`src/rtl/dcache_controller_if.sv`:
```
// CPU-side load/store path and block-wide memory path of the data cache.
// CPU holds READ/WRITE/ADDRESS/WRITEDATA while BUSYWAIT=1; an access completes on the first edge with BUSYWAIT=0.
interface dcache_controller_if;
   logic        READ;
   logic        WRITE;
   logic [7:0]  ADDRESS;
   logic [7:0]  WRITEDATA;
   logic [7:0]  READDATA;
   logic        BUSYWAIT;
   logic        MEM_READ;
   logic        MEM_WRITE;
   logic [5:0]  MEM_ADDRESS;
   logic [31:0] MEM_WRITEDATA;
   logic [31:0] MEM_READDATA;
   logic        MEM_BUSYWAIT;

   modport slave (
      input  READ, WRITE, ADDRESS, WRITEDATA, MEM_READDATA, MEM_BUSYWAIT,
      output READDATA, BUSYWAIT, MEM_READ, MEM_WRITE, MEM_ADDRESS, MEM_WRITEDATA
   );

   modport master (
      output READ, WRITE, ADDRESS, WRITEDATA, MEM_READDATA, MEM_BUSYWAIT,
      input  READDATA, BUSYWAIT, MEM_READ, MEM_WRITE, MEM_ADDRESS, MEM_WRITEDATA
   );
endinterface

```
`src/rtl/dcache_controller.sv`:
```
// Direct-mapped write-back data cache: 8 lines x 4 bytes, hits served in the same cycle,
// misses handled by a WRITEBACK/FETCH/UPDATE sequence against block-wide memory.
module dcache_controller (
   input  logic                CLK,
   input  logic                RESET,
   dcache_controller_if.slave  bus,
   output logic [1:0]          dbg_state
);

   typedef enum logic [1:0] {
      IDLE      = 2'd0,
      WRITEBACK = 2'd1,
      FETCH     = 2'd2,
      UPDATE    = 2'd3
   } state_t;

   state_t      state, next_state;
   logic [7:0]  valid;
   logic [7:0]  dirty;
   logic [2:0]  tags [8];
   logic [31:0] data [8];
   logic [31:0] fill;

   logic [2:0]  idx;
   logic [2:0]  tag_in;
   logic [4:0]  bsel;
   logic        hit;
   logic        access;

   logic        byte_wr;
   logic        line_wr;
   logic        fill_en;
   logic [7:0]  readdata;
   logic        busywait;
   logic        mem_read;
   logic        mem_write;
   logic [5:0]  mem_address;
   logic [31:0] mem_writedata;

   assign idx    = bus.ADDRESS[4:2];
   assign tag_in = bus.ADDRESS[7:5];
   assign bsel   = {bus.ADDRESS[1:0], 3'b000};
   assign hit    = valid[idx] && (tags[idx] == tag_in);
   assign access = bus.READ || bus.WRITE;

   always_comb begin
      next_state    = state;
      byte_wr       = 1'b0;
      line_wr       = 1'b0;
      fill_en       = 1'b0;
      readdata      = 8'h00;
      busywait      = 1'b0;
      mem_read      = 1'b0;
      mem_write     = 1'b0;
      mem_address   = 6'h00;
      mem_writedata = 32'h0;
      case (state)
         IDLE: begin
            readdata = data[idx][bsel +: 8];
            if (access && !hit) begin
               busywait   = 1'b1;
               next_state = dirty[idx] ? WRITEBACK : FETCH;
            end else if (bus.WRITE && hit) begin
               byte_wr = 1'b1;
            end
         end
         WRITEBACK: begin
            busywait      = 1'b1;
            mem_write     = 1'b1;
            mem_address   = {tags[idx], idx};
            mem_writedata = data[idx];
            if (!bus.MEM_BUSYWAIT) next_state = FETCH;
         end
         FETCH: begin
            busywait    = 1'b1;
            mem_read    = 1'b1;
            mem_address = {tag_in, idx};
            if (!bus.MEM_BUSYWAIT) begin
               fill_en    = 1'b1;
               next_state = UPDATE;
            end
         end
         UPDATE: begin
            busywait   = 1'b1;
            line_wr    = 1'b1;
            next_state = IDLE;
         end
         default: next_state = IDLE;
      endcase
      // Reset is asynchronous: outputs and line updates are squashed the moment it asserts.
      if (!RESET) begin
         next_state    = IDLE;
         byte_wr       = 1'b0;
         line_wr       = 1'b0;
         fill_en       = 1'b0;
         readdata      = 8'h00;
         busywait      = 1'b0;
         mem_read      = 1'b0;
         mem_write     = 1'b0;
         mem_address   = 6'h00;
         mem_writedata = 32'h0;
      end
   end

   always_ff @(posedge CLK or negedge RESET) begin
      if (!RESET) begin
         state <= IDLE;
         valid <= 8'h00;
         dirty <= 8'h00;
      end else begin
         state <= next_state;
         if (line_wr) begin
            valid[idx] <= 1'b1;
            dirty[idx] <= 1'b0;
         end else if (byte_wr) begin
            dirty[idx] <= 1'b1;
         end
      end
   end

   // Tag, data and fill storage carry no reset; valid bits guard their contents.
   always_ff @(posedge CLK) begin
      if (fill_en) fill <= bus.MEM_READDATA;
      if (line_wr) begin
         data[idx] <= fill;
         tags[idx] <= tag_in;
      end else if (byte_wr) begin
         data[idx][bsel +: 8] <= bus.WRITEDATA;
      end
   end

   assign bus.READDATA      = readdata;
   assign bus.BUSYWAIT      = busywait;
   assign bus.MEM_READ      = mem_read;
   assign bus.MEM_WRITE     = mem_write;
   assign bus.MEM_ADDRESS   = mem_address;
   assign bus.MEM_WRITEDATA = mem_writedata;
   assign dbg_state         = state;

endmodule

```
`src/flat_wrapper.sv`:
```
// flat-port wrapper written by rule: the top's interface ports become plain ports
module dcache_controller_flat 
  (CLK, RESET, dbg_state, bus_READ, bus_WRITE, bus_ADDRESS, bus_WRITEDATA, bus_MEM_READDATA, bus_MEM_BUSYWAIT, bus_READDATA, bus_BUSYWAIT, bus_MEM_READ, bus_MEM_WRITE, bus_MEM_ADDRESS, bus_MEM_WRITEDATA);
  dcache_controller_if bus_i ();
  input  logic CLK;
  input  logic RESET;
  output logic [1:0] dbg_state;
  input wire logic [$bits(bus_i.READ)-1:0] bus_READ;
  input wire logic [$bits(bus_i.WRITE)-1:0] bus_WRITE;
  input wire logic [$bits(bus_i.ADDRESS)-1:0] bus_ADDRESS;
  input wire logic [$bits(bus_i.WRITEDATA)-1:0] bus_WRITEDATA;
  input wire logic [$bits(bus_i.MEM_READDATA)-1:0] bus_MEM_READDATA;
  input wire logic [$bits(bus_i.MEM_BUSYWAIT)-1:0] bus_MEM_BUSYWAIT;
  output wire logic [$bits(bus_i.READDATA)-1:0] bus_READDATA;
  output wire logic [$bits(bus_i.BUSYWAIT)-1:0] bus_BUSYWAIT;
  output wire logic [$bits(bus_i.MEM_READ)-1:0] bus_MEM_READ;
  output wire logic [$bits(bus_i.MEM_WRITE)-1:0] bus_MEM_WRITE;
  output wire logic [$bits(bus_i.MEM_ADDRESS)-1:0] bus_MEM_ADDRESS;
  output wire logic [$bits(bus_i.MEM_WRITEDATA)-1:0] bus_MEM_WRITEDATA;
  assign bus_i.READ = bus_READ;
  assign bus_i.WRITE = bus_WRITE;
  assign bus_i.ADDRESS = bus_ADDRESS;
  assign bus_i.WRITEDATA = bus_WRITEDATA;
  assign bus_i.MEM_READDATA = bus_MEM_READDATA;
  assign bus_i.MEM_BUSYWAIT = bus_MEM_BUSYWAIT;
  assign bus_READDATA = bus_i.READDATA;
  assign bus_BUSYWAIT = bus_i.BUSYWAIT;
  assign bus_MEM_READ = bus_i.MEM_READ;
  assign bus_MEM_WRITE = bus_i.MEM_WRITE;
  assign bus_MEM_ADDRESS = bus_i.MEM_ADDRESS;
  assign bus_MEM_WRITEDATA = bus_i.MEM_WRITEDATA;
  dcache_controller u_core (.CLK(CLK), .RESET(RESET), .bus(bus_i), .dbg_state(dbg_state));
endmodule
```
`config.mk`:
```
export PLATFORM = sky130hd
export DESIGN_NAME = dcache_controller_flat
export DESIGN_NICKNAME = d
export VERILOG_FILES = /design/src/rtl/dcache_controller_if.sv /design/src/rtl/dcache_controller.sv /design/src/flat_wrapper.sv
export SDC_FILE = /design/constraint.sdc
export NUM_CORES = 1
export LEC_CHECK = 0
export ABC_AREA = 1
export BUFFER_PORTS_ARGS = -buffer_cell sky130_fd_sc_hd__buf_2
export CAP_MARGIN = 20
export CORE_ASPECT_RATIO = 0.8
export CORE_MARGIN = 8
export CORE_UTILIZATION = 54
export CTS_BUF_LIST = sky130_fd_sc_hd__clkbuf_4 sky130_fd_sc_hd__clkbuf_8
export DETAILED_ROUTE_END_ITERATION = 10
export PLACE_DENSITY = 0.78
export SYNTH_ARGS = -nofsm -noshare
export SYNTH_HDL_FRONTEND = slang
export SYNTH_SLANG_ARGS = --single-unit
```
`constraint.sdc`:
```
create_clock -name CLK -period 3.57 [get_ports CLK]
set_input_delay 0.714 -clock CLK [delete_from_list [all_inputs] [get_ports CLK]]
set_output_delay 0.714 -clock CLK [all_outputs]
set_load 0.01 [all_outputs]
```
======== Word level (Yosys, flattened, before mapping) ========
Memory sizes are Yosys's and may differ from the RTL's.
Index checks and enable logic that the tools add are counted.
word-level totals
  bits in writable memories ............... 280
  memories kept ........................... 2
  input port bits ......................... 53
  output and inout bits ................... 51
  register bits after elaboration ......... 50
  word-level logic and storage cells ...... 138
memories
  memory       depth  width  rd ports  clocked after Yosys merged registers in  wr ports  RTL line                 text
  u_core.data  8      32     1         0                                        1         dcache_controller.sv:21  logic [31:0] data [8];
  u_core.tags  8      3      1         0                                        1         dcache_controller.sv:20  logic [2:0] tags [8];
operators by class
  reductions and logical operators ........ 10
  $add $sub $neg .......................... 1
  eq/ne operators ......................... 7
  bitwise gates (word level) .............. 36
  order comparisons ....................... 2
  shift-type cells ........................ 3
  muxes and demuxes ....................... 73
operators with widths
  cell                      count
  $mux W32                  3
  $mux W1                   54
  $mux W8                   4
  $or A1 B1 Y1              32
  $shift A8 B7 Y32 const A  1
  $shiftx A32 B6 Y8         1
  $shiftx A8 B7 Y32         1
  $or A8 B8 Y8              2
  $pmux W6 S2               1
  $mux W2                   5
  $and A8 B8 Y8             1
  $not A8 Y8                1
  $pmux W2 S4               1
  $neg A5 Y7                1
  $bmux W1 S3               2
  $mux W6                   1
  $ne A3 B3 Y1 const B      2
  $eq A2 B2 Y1 const B      2
  $logic_and A1 B1 Y1       4
  $lt A3 B4 Y1 const B      1
  $demux W1 S3              1
  $eq A3 B3 Y1              1
  $ge A3 B1 Y1 const B      1
  $ne A3 B2 Y1 const B      1
  other kinds (8)           8

======== Logic depth before layout (Yosys ltp) ========
  depth in word-level cells ............... 12
  depth in mapped cells ................... 18
  mapped depth without buffers ............ 16

======== Least setup slack after synthesis ========
OpenSTA, ideal clock, no wires.
  path type ............................... input to output
  start point ............................. input port bus_ADDRESS[2]
  end point ............................... output port bus_READDATA[3]
  slack ................................... 0.769 ns
  arrival time ............................ 2.087 ns
  required time ........................... 2.856 ns
  buffers on the path ..................... 4
  stages .................................. 9
  cells stage by stage .................... buf_6 buf_6 buf_6 nor2_8 buf_1 a22oi_1 nand4_1 nand3_1 a21oi_1
on the way
  cells in the longest elaborated chain, start to end .. 4
RTL lines
  element            RTL line                 text
  from (decl)        flat_wrapper.sv:10       input wire logic [$bits(bus_i.ADDRESS)-1:0] bus_ADDRESS;
  $mem_v2 Z8 W32     --
  $shiftx A32 B6 Y8  dcache_controller.sv:59  readdata = data[idx][bsel +: 8];
  $mux W8            dcache_controller.sv:57  case (state)
  $mux W8            dcache_controller.sv:91  if (!RESET) begin
  to (decl)          flat_wrapper.sv:14       output wire logic [$bits(bus_i.READDATA)-1:0] bus_READDATA;
Every way passes these cells.

======== Worst setup path in the final report ========
  start point ............................. input port bus_ADDRESS[4]
  end point ............................... output port bus_READDATA[6]
Same word-level chain as after synthesis.

==> impl_metrics.yaml <==
run_status:
  status: "finished, final reports clean"
synth:
  synth_top_area_share_pct: 65.20
  async_reset_ff_share_pct: 5.455
  synth_edf_count: 312
  synth.avg_cell_area_sq_um: 12.00
  syn_area_sq_mm: 0.01437
  yosysUniqueCellTypes: 43
  synth-seq-cells: 330
  yosys_warnings: 0
  synth_cells: 1197
  synth_flop_cell: "edfxtp_1"
  ys_seq_area_share_pct: 68.34
  synthTopCellsByArea: "edfxtp_1 65%, nand2_1 7.2%, dfrtp_1 3.1%"
  syn_nets: 1260
  yosysTopAreaCell: "edfxtp_1"
grt:
  track_usage_pct: 24.78
  grt_pass1_vias: 9971
  antenna_found_initial: 2
  grt_max_degree: 57
  grt_pass1_wl_um: 59880
  globalRouteOverflowTotal: 0
cts:
  cts_tree: "yes"
  clockBufferDepth: 3
  clkSlewWorstSetupHoldPaths_ns: 0.07
  htreeDepth: 2
  cts_buffers: 51
  holdBufCountCts: 0
  numClockSinks: 330
  clock_latency_ns: 0.58
  cts_root_buffer: "clkbuf_8"
worst_setup_path:
  path_buf_inv: 4
  crit_path_max_incr_delay_ns: 0.35
  cpMaxStageDelayCell: "a211oi_1"
  worstPathArrival_ns: 2.79
  crit_fanout: 31
  worstPathCellList: "buf_2 > inv_2 > nand2_1 > nor2_2 > buf_12 > nand2_1 > nand2_1 > a211oi_1 > nand3_1 > nand3_1 > a21oi_1 > buf_2"
  required_ns: 2.86
  cp-start-kind: "input pin"
  worst_setup_path_end_kind: "primary output"
  cpMostUsedCell: "nand2_1"
  crit_family: "buffers and inverters"
  criticalPathCategory: "in -> out"
power:
  vdd_drop_max_uv: 329.8
  fin_total_pwr_w: 0.008383
  pwr_density_cell_mw_per_mm2: 506.6
  leakagePower_nw: 6.326
place:
  dp_hpwl_um: 26690
  port_buffers: 103
  detailedPlace.worstSlack_ns: 0.1648
  routabilityCongestion: 0.9009
  dp.cells: 1658
detailed_routing:
  route.vias.total: 10340
  post_drt_wl_per_cell_um: 22.96
  drtPass1Iterations: 6
  ant_nets: 0
  post-route-drc-count: 0
  drt_first_iter_violations: 1242
  routed_wirelength_um: 40050
  viasPerCell: 5.931
timing:
  fin_skew_ns: 0.02627
  fin_crit_sh_pct: 98.28
  worst_pin_slew_ns: 1.008
  fmax_mhz: 285.0
  hold_violations: 0
  setup_tns_ns: 0
  slew_violations: 0
  layout_min_cycle_time_ns: 3.509
  relSlewSlack_pct: 32.66
  setup_viol: 0
  rsz0062_at_grt: "false"
  setup_slack_ns: 0.06127
die:
  die_y_um: 161.9
  row_count: 53
  dieArea_sq_mm: 0.03212
  initial_core_util_pct: 54.86
  io_pins: 104
  die_x_um: 198.4
  core_sq_mm: 0.02619
job:
  max_cap_violations: 0
final_layout:
  mostFrequentLayoutCell: "edfxtp_1"
  instances_no_fill: 1744
  drive_gt1_share_pct: 25.23
  fin_nets: 1417
  layout_common_cells: "312 x edfxtp_1, 275 x nand2_1, 103 x buf_2, 88 x inv_1, 60 x a21oi_1"
  final_core_util_pct: 63.18
  antenna_cells: 0
  area_growth_pct: 15.17
hold_path:
  hp-class: "in -> async"
[logic make-up after synthesis]
logic type	count (synthesis)	share of synthesized area [%]
compound gates	221	10.58
buf+inv	164	5.347
fa+ha+maj	10	0.8708
flops	330	68.34
simple gates	472	14.86
[what timing repair did]
action,CTS,global route
resized for setup,0,2
endpoints found under the setup margin,0,3
setup buffers,0,0
hold endpoints to repair,0,0
[metal layers]
metal | vias up | part of all wire, % | track usage (%)
li1 | 4563 | - | -
met1 | 4873 | 37 | 33.27
met5 | - | 0.057 | 0
met4 | 4 | 4.0 | 10.64
met2 | 775 | 45 | 37.36
met3 | 128 | 14 | 7.113
[stage by stage]
stage               hold WS, ns  instance area [sq um]
global placement         0.4402                  15590
detailed placement       0.4455                  15590
CTS                      0.1691                  16540
finish                   0.1933                  16550
global route             0.2063                  16550
floorplan                0.4184                  14370
[sequential cells by signal (all words and copies together) (netlist names), named ones only]
name and count:
u_core.data 256, u_core.dbg_state 2, u_core.fill 32, u_core.tags 24, u_core.valid 8
[synthesized netlist by cell type (2+ instances only)]
cell type	instances
a211oi_1	23
a21oi_1	60
a21oi_2	32
a221oi_1	5
a22o_1	2
a22oi_1	19
a31oi_1	3
and3_1	12
buf_2	23
buf_6	15
clkbuf_1	24
clkinv_1	3
dfrtp_1	18
edfxtp_1	312
ha_1	10
inv_1	88
inv_2	7
nand2_1	277
nand2_2	8
nand3_1	57
nand3_4	4
nand3b_1	2
nand4_1	37
nor2_1	59
nor2_2	3
nor2_4	2
nor2_8	2
nor3_1	5
o211ai_1	5
o21ai_0	31
o21ai_2	32
o22ai_1	2
o2bb2ai_1	4
or2_2	2
[power breakdown]
part	total (W)	leakage (nW)	switching (W)	internal, W
Sequential	0.00442	3.01	0.0000471	0.00437
Clock	0.00301	0.503	0.00140	0.00161
Combinational	0.000947	2.81	0.000669	0.000278
Total	0.00838	6.33	0.00212	0.00626
[area by class of cell]
cell class | count | area, sq um
flip-flops and latches | 330 | 9819
fillers | 1921 | 9646
multi-input cells | 703 | 3804
repair buffers | 168 | 1141
clock buffers | 72 | 859.6
well taps | 357 | 446.7
inverters | 100 | 382.9
clock inverters | 14 | 95.09
[worst paths after layout]
path | from | end | slack, ns | cells past startpoint
setup / recovery | bus_ADDRESS[4] | bus_READDATA[6] | 0.06 | 12
hold / removal | RESET | asynchronous set/reset pin | 0.19 | 2
setup reg to reg | u_core.dbg_state[0]$_DFFE_PN0P_ | u_core.data[5][15]$_DFFE_PP_ | 1.02 | 7
hold reg to reg | u_core.valid[0]$_DFFE_PN0P_ | u_core.valid[0]$_DFFE_PN0P_ | 0.46 | 2
max in group asynchronous | RESET | u_core.valid[6]$_DFFE_PN0P_ | 3.14 | 2
min in group CLK | bus_MEM_READDATA[16] | u_core.fill[16]$_DFFE_PP_ | 0.30 | 1
No activity file was read; power rests on OpenSTA's default activity.
